## config.mk

```make
export PLATFORM = sky130hd
export DESIGN_NAME = seg_pipe_adder
export DESIGN_NICKNAME = d
export VERILOG_FILES = /design/src/rtl/seg_pipe_pkg.sv /design/src/rtl/add_slice_stage.sv /design/src/rtl/seg_pipe_adder.sv
export SDC_FILE = /design/constraint.sdc
export NUM_CORES = 1
export LEC_CHECK = 0
export CAP_MARGIN = 10
export CELL_PAD_IN_SITES_DETAIL_PLACEMENT = 1
export CELL_PAD_IN_SITES_GLOBAL_PLACEMENT = 1
export CORE_MARGIN = 1
export CORE_UTILIZATION = 30
export DETAILED_ROUTE_END_ITERATION = 16
export GPL_TIMING_DRIVEN = 0
export MAX_ROUTING_LAYER = met4
export PLACE_DENSITY_LB_ADDON = 0.1
export SETUP_SLACK_MARGIN = 0.5
export SYNTH_ARGS = -nofsm -noshare
export SYNTH_HDL_FRONTEND = slang
export SYNTH_SLANG_ARGS = --single-unit
export TNS_END_PERCENT = 100
```

## constraint.sdc

```tcl
create_clock -name clk -period 1.5 [get_ports clk]
set_clock_uncertainty 0.15 [all_clocks]
set_input_delay 0.3 -clock clk [delete_from_list [all_inputs] [get_ports clk]]
set_output_delay 0.3 -clock clk [all_outputs]
set_load 0.05 [all_outputs]
```

## src/rtl/seg_pipe_pkg.sv

```systemverilog
// Shared constants and elaboration-time helpers for the segmented pipelined adder.
// Stage count and per-stage slice widths are derived here so every file agrees on them.
package seg_pipe_pkg;

    localparam logic OP_ADD = 1'b0;
    localparam logic OP_SUB = 1'b1;

    function automatic int num_stages(input int n, input int seg);
        return (n + seg - 1) / seg;
    endfunction

    // Every slice is SEG wide except the last, which takes whatever bits remain.
    function automatic int slice_width(input int i, input int n, input int seg);
        if (i < num_stages(n, seg) - 1) begin
            return seg;
        end
        return n - (num_stages(n, seg) - 1) * seg;
    endfunction

endpackage

```

## src/rtl/add_slice_stage.sv

```systemverilog
// One pipeline stage: resolves one SW-bit slice of A + B' + carry and forwards the
// still-unresolved high bits of A and B' (the skew buffer) plus the new carry.
module add_slice_stage #(
    parameter int N      = 8,
    parameter int TAGW   = 2,
    parameter int LO     = 0,
    parameter int SW     = 4,
    parameter int SKEW_W = 4
) (
    input  logic                         clk,
    input  logic                         rst,
    input  logic                         en_i,
    input  logic                         valid_i,
    input  logic [TAGW-1:0]              tag_i,
    input  logic [N-1:0]                 res_i,
    input  logic [2*(SW+SKEW_W):0]       fwd_i,
    output logic                         valid_o,
    output logic [TAGW-1:0]              tag_o,
    output logic [N-1:0]                 res_o,
    output logic [2*SKEW_W:0]            fwd_o
);

    // fwd bus layout: {a[W_IN-1:0], b'[W_IN-1:0], carry}
    localparam int W_IN = SW + SKEW_W;

    logic [SW-1:0]     a_slice;
    logic [SW-1:0]     b_slice;
    logic              carry_in;
    logic [SW:0]       slice_sum;
    logic [N-1:0]      res_d;
    logic [N-1:0]      res_q;
    logic [2*SKEW_W:0] fwd_d;
    logic [2*SKEW_W:0] fwd_q;
    logic              valid_q;
    logic [TAGW-1:0]   tag_q;

    assign a_slice   = fwd_i[W_IN+1 +: SW];
    assign b_slice   = fwd_i[1 +: SW];
    assign carry_in  = fwd_i[0];
    assign slice_sum = {1'b0, a_slice} + {1'b0, b_slice} + {{SW{1'b0}}, carry_in};

    always_comb begin
        res_d             = res_i;
        res_d[LO +: SW]   = slice_sum[SW-1:0];
    end

    if (SKEW_W > 0) begin : g_skew
        assign fwd_d = {fwd_i[2*W_IN -: SKEW_W], fwd_i[W_IN -: SKEW_W], slice_sum[SW]};
    end else begin : g_last
        assign fwd_d = slice_sum[SW];
    end

    // NOTE: sequential state uses non-blocking assignments, and every register (data
    // included) is cleared on reset so the outputs read zero while reset is held.
    always_ff @(posedge clk or posedge rst) begin
        if (rst) begin
            valid_q <= 1'b0;
            tag_q   <= '0;
            res_q   <= '0;
            fwd_q   <= '0;
        end else if (en_i) begin
            valid_q <= valid_i;
            tag_q   <= tag_i;
            res_q   <= res_d;
            fwd_q   <= fwd_d;
        end
    end

    assign valid_o = valid_q;
    assign tag_o   = tag_q;
    assign res_o   = res_q;
    assign fwd_o   = fwd_q;

endmodule

```

## src/rtl/seg_pipe_adder.sv

```systemverilog
// Pipelined multi-channel add/subtract: one SEG-bit slice resolved per stage, carry
// registered between stages, global stall driven from the output handshake.
module seg_pipe_adder
    import seg_pipe_pkg::*;
#(
    parameter int N    = 8,
    parameter int SEG  = 4,
    parameter int TAGW = 2
) (
    input  logic            clk,
    input  logic            rst,
    input  logic            in_valid,
    output logic            in_ready,
    input  logic [N-1:0]    in_a,
    input  logic [N-1:0]    in_b,
    input  logic            in_sub,
    input  logic [TAGW-1:0] in_tag,
    output logic            out_valid,
    input  logic            out_ready,
    output logic [N:0]      out_sum,
    output logic [TAGW-1:0] out_tag
);

    localparam int STAGES = num_stages(N, SEG);

    logic            en;
    logic [N-1:0]    b_eff;
    logic            valid_c [STAGES+1];
    logic [TAGW-1:0] tag_c   [STAGES+1];
    logic [N-1:0]    res_c   [STAGES+1];

    // Stall the whole pipe only when a result is waiting and the consumer refuses it.
    assign en       = !out_valid || out_ready;
    assign in_ready = en;

    // Subtraction is A + ~B + 1; the +1 enters as the carry-in of stage 0.
    assign b_eff = (in_sub == OP_SUB) ? ~in_b : in_b;

    assign valid_c[0] = in_valid && en;
    assign tag_c[0]   = in_tag;
    assign res_c[0]   = '0;

    for (genvar s = 0; s < STAGES; s++) begin : g_stage
        localparam int LO     = s * SEG;
        localparam int SW     = slice_width(s, N, SEG);
        localparam int SKEW_W = N - LO - SW;

        logic [2*(SW+SKEW_W):0] fwd_in;
        logic [2*SKEW_W:0]      fwd_out;

        if (s == 0) begin : g_first
            assign fwd_in = {in_a, b_eff, in_sub};
        end else begin : g_next
            assign fwd_in = g_stage[s-1].fwd_out;
        end

        add_slice_stage #(
            .N      (N),
            .TAGW   (TAGW),
            .LO     (LO),
            .SW     (SW),
            .SKEW_W (SKEW_W)
        ) u_stage (
            .clk     (clk),
            .rst     (rst),
            .en_i    (en),
            .valid_i (valid_c[s]),
            .tag_i   (tag_c[s]),
            .res_i   (res_c[s]),
            .fwd_i   (fwd_in),
            .valid_o (valid_c[s+1]),
            .tag_o   (tag_c[s+1]),
            .res_o   (res_c[s+1]),
            .fwd_o   (fwd_out)
        );
    end

    // The last stage has no skew left, so its forward bus is just the final carry.
    assign out_valid = valid_c[STAGES];
    assign out_tag   = tag_c[STAGES];
    assign out_sum   = {g_stage[STAGES-1].fwd_out[0], res_c[STAGES]};

endmodule

```

==> flow_summary_export.csv <==
group,metric,value,unit
yosys,synth_edf_count,0,
placed_design,gp_congestion,0.773,
timing,period_share,1.14,
drt,drc,0,
critical_path,timing.rr.end,"g_stage[1].u_stage.res_o[5]",
cells_and_area,antennaDiodeCount,0,
drt,drtIter0Drc,24,
yosys,async_flop_share,1.00,
clock_tree,clkLatencyLatePin,0.28,ns
critical_path,worstPathMaxFanout,2,
yosys,synth_area_leaders,"dfrtp_1 50%, nand2_1 13%, ha_1 5.4%, fa_1 4.3%, o21ai_0 3.2%",
timing,rsz0062_at_grt,"true",
cells_and_area,post-route-util,0.601,
placed_design,pre_cts_slack,-1.03,ns
yosys,seq_area_frac_synth,0.500,
clock_tree,cts_sinks,28,
timing,final_hold_viol_count,0,
die,die_area,4940,µm²
clock_tree,numCtsBuffers,3,
drt,route.vias.total,1300,
drt,dr.pass1.iters,2,
critical_path,crit_arrival,1.78,ns
die,die_h,70.3,µm
clock_tree,clock_path_buffers,2,
run_status,violations,"setup timing",
critical_path,cp-start-kind,"flip-flop",
global_routing,gr-usage-all-layers,0.199,
hold_path,hold-path-endpoint,"g_stage[0].u_stage.res_o[0]",
cells_and_area,nNetsFinal,253,
power,power_density,1310,nW/µm²
global_routing,grt-ovfl-total,0,
yosys,yosys_warnings,0,
yosys,ys_ff_latch,28,
clock_tree,clkTransAtPathRegs,0.10,ns
timing,finalSetupViolCount,26,
clock_tree,htreeDepth,1,
hold_path,hold_path_depth,3,
timing,tns,-1.44,ns
critical_path,r2r-start,"g_stage[0].u_stage.fwd_o[0]",
die,core_area,4410,µm²
placed_design,dp_hpwl,2.65,mm
critical_path,required,1.56,ns
global_routing,grt_pass1_vias,1464,
yosys,netlist_area,1400,µm²
cells_and_area,n_fill_cell,469,
drt,wl_per_cell,17.3,µm
cells_and_area,synthToLayoutAreaGrowth,89.4,%
drt,antenna_left,0,
timing,whs,0.133,ns
power,fin_total_pwr,0.00348,W
timing,max_clock_freq,583,MHz
die,initial_utilization,0.317,
yosys,synth_flop_cell,"dfrtp_1",
critical_path,r2r_slack,-0.22,ns
yosys,synth_top_area_frac,0.500,
run_status,outcome,"complete, but fails checks",
yosys,synth_area_leader_cell,"dfrtp_1",
timing,period_needed,1.72,ns
yosys,yosysMostFrequentCell,"nand2_1",
yosys,syn_area_per_cell,9.52,µm²
global_routing,grt_pass1_wl,7.32,mm
critical_path,criticalPathCategory,"reg2reg",
critical_path,r2r_cells,4,
yosys,synth_cell_types,27,
timing,relSlewSlack,0.743,
yosys,syn_nets,179,
clock_tree,hold_buffers,0,
cells_and_area,drive_gt1_frac,0.605,
hold_path,hp-class,"in2reg",
hold_path,hp-start,"in_b[0]",
timing,slew_violations,0,
clock_tree,clockRootBuffer,"clkbuf_8",
placed_design,io_buffers,34,
die,die_w,70.3,µm
yosys,netlist_instances,147,
critical_path,end_kind,"flip-flop",
global_routing,grt_max_degree,16,
clock_tree,tritoncts,"yes",
die,pin_count,36,
power,ir_drop,0.000473,V
drt,via_per_inst,4.78,
yosys,synth_top_cells_by_count,"50 x nand2_1, 28 x dfrtp_1, 9 x o21ai_0",
power,power.leakage,1.28,nW
drt,finalWirelength,4.70,mm
die,rows,24,
timing,setup_ws,-0.216,ns
timing,worst_pin_slew,0.384,ns
flow_run,maxCapViolations,0,
global_routing,antenna_found_initial,0,
## metal layers
layer  track usage  wire length (µm)  vias up
met3        0.0462               146        6
met4        0.0533                58        0
met1         0.247              1980      653
li1              -                 -      614
met2         0.326              2520       27
met5             -                 0        -
## worst max path at each step
stage,start,endpoint,cells past startpoint
after CTS,g_stage[1].u_stage.valid_o,in_ready,5
after floorplan,in_sub,g_stage[0].u_stage.res_o[3],6
after global routing,g_stage[0].u_stage.fwd_o[5],g_stage[1].u_stage.fwd_o,6
after detailed placement,out_ready,in_ready,6
after global placement,out_ready,in_ready,6
final,g_stage[0].u_stage.fwd_o[0],g_stage[1].u_stage.res_o[5],4
## critical path, cell delays in order, from the launching register on
cell	delay [ns]
dfrtp_1	0.42
fa_2	0.43
inv_2	0.08
fa_2	0.43
a21oi_2	0.14
## cells by family (layout without fill, tap and decap cells)
kind of cell,count (synthesis),count (layout),share of synthesized area
compound gates,20,20,0.0849
xor+xnor,9,9,0.0563
fa+ha+maj,9,9,0.0965
buf+inv,15,88,0.0536
flops,28,28,0.500
mux,2,2,0.0179
simple gates,64,64,0.190
## flip-flops by register name, indices dropped and copies added (netlist names)
name and cells:
g_stage.u_stage.fwd_o 10, g_stage.u_stage.tag_o 4, g_stage.u_stage.res_o 12, g_stage.u_stage.valid_o 2
## metrics by stage
step           cells  cell area [µm²]
4_1_cts          263             2360
5_1_grt          272             2650
3_5_place_dp     233             1910
6_report         272             2650
2_1_floorplan    147             1510
3_3_place_gp     233             1910
## power breakdown
group	leakage [nW]	internal (W)	total, W	switching [W]
Clock	0.0288	0.000236	0.000485	0.000249
Sequential	0.322	0.000953	0.00113	0.000180
Combinational	0.932	0.000931	0.00186	0.000931
Total	1.28	0.00212	0.00348	0.00136
## cells in the final DEF, fill, tap and decap left out, types with 2 or more instances in the layout
cell type and n:
ha_4 2, buf_6 7, clkbuf_8 4, a21oi_2 2
inv_2 3, buf_4 25, clkdlybuf4s50_1 13, o21ai_1 6
a21oi_1 2, fa_2 3, nand2_1 15, xor2_2 2
nand2_2 22, nor2_1 4, dfrtp_1 17, dlygate4sd2_1 4
dfrtp_2 11, a21o_1 3, clkinvlp_4 2, nand2_4 13
buf_16 3, ha_1 4, buf_8 17, xor2_1 2
buf_12 5, inv_1 3, o21ai_2 3, xnor2_1 4
## layout make-up
class	instances	area, µm²	area share
flip-flops and latches	28	714	0.269
clock buffers	4	55.1	0.0208
inverters	7	30.0	0.0113
multi-input cells	104	880	0.332
well taps	52	65.1	0.0245
plain buffers	8	131	0.0496
repair buffers	68	768	0.290
repair inverters	1	7.51	0.00283
## what timing repair did
item,in CTS,in global routing
endpoints found under the setup margin,52,41
buffers inserted,22,8
resized for setup,148,57
cloned,4,1
pin swaps,13,37
Power figures use the tool's default switching activity.
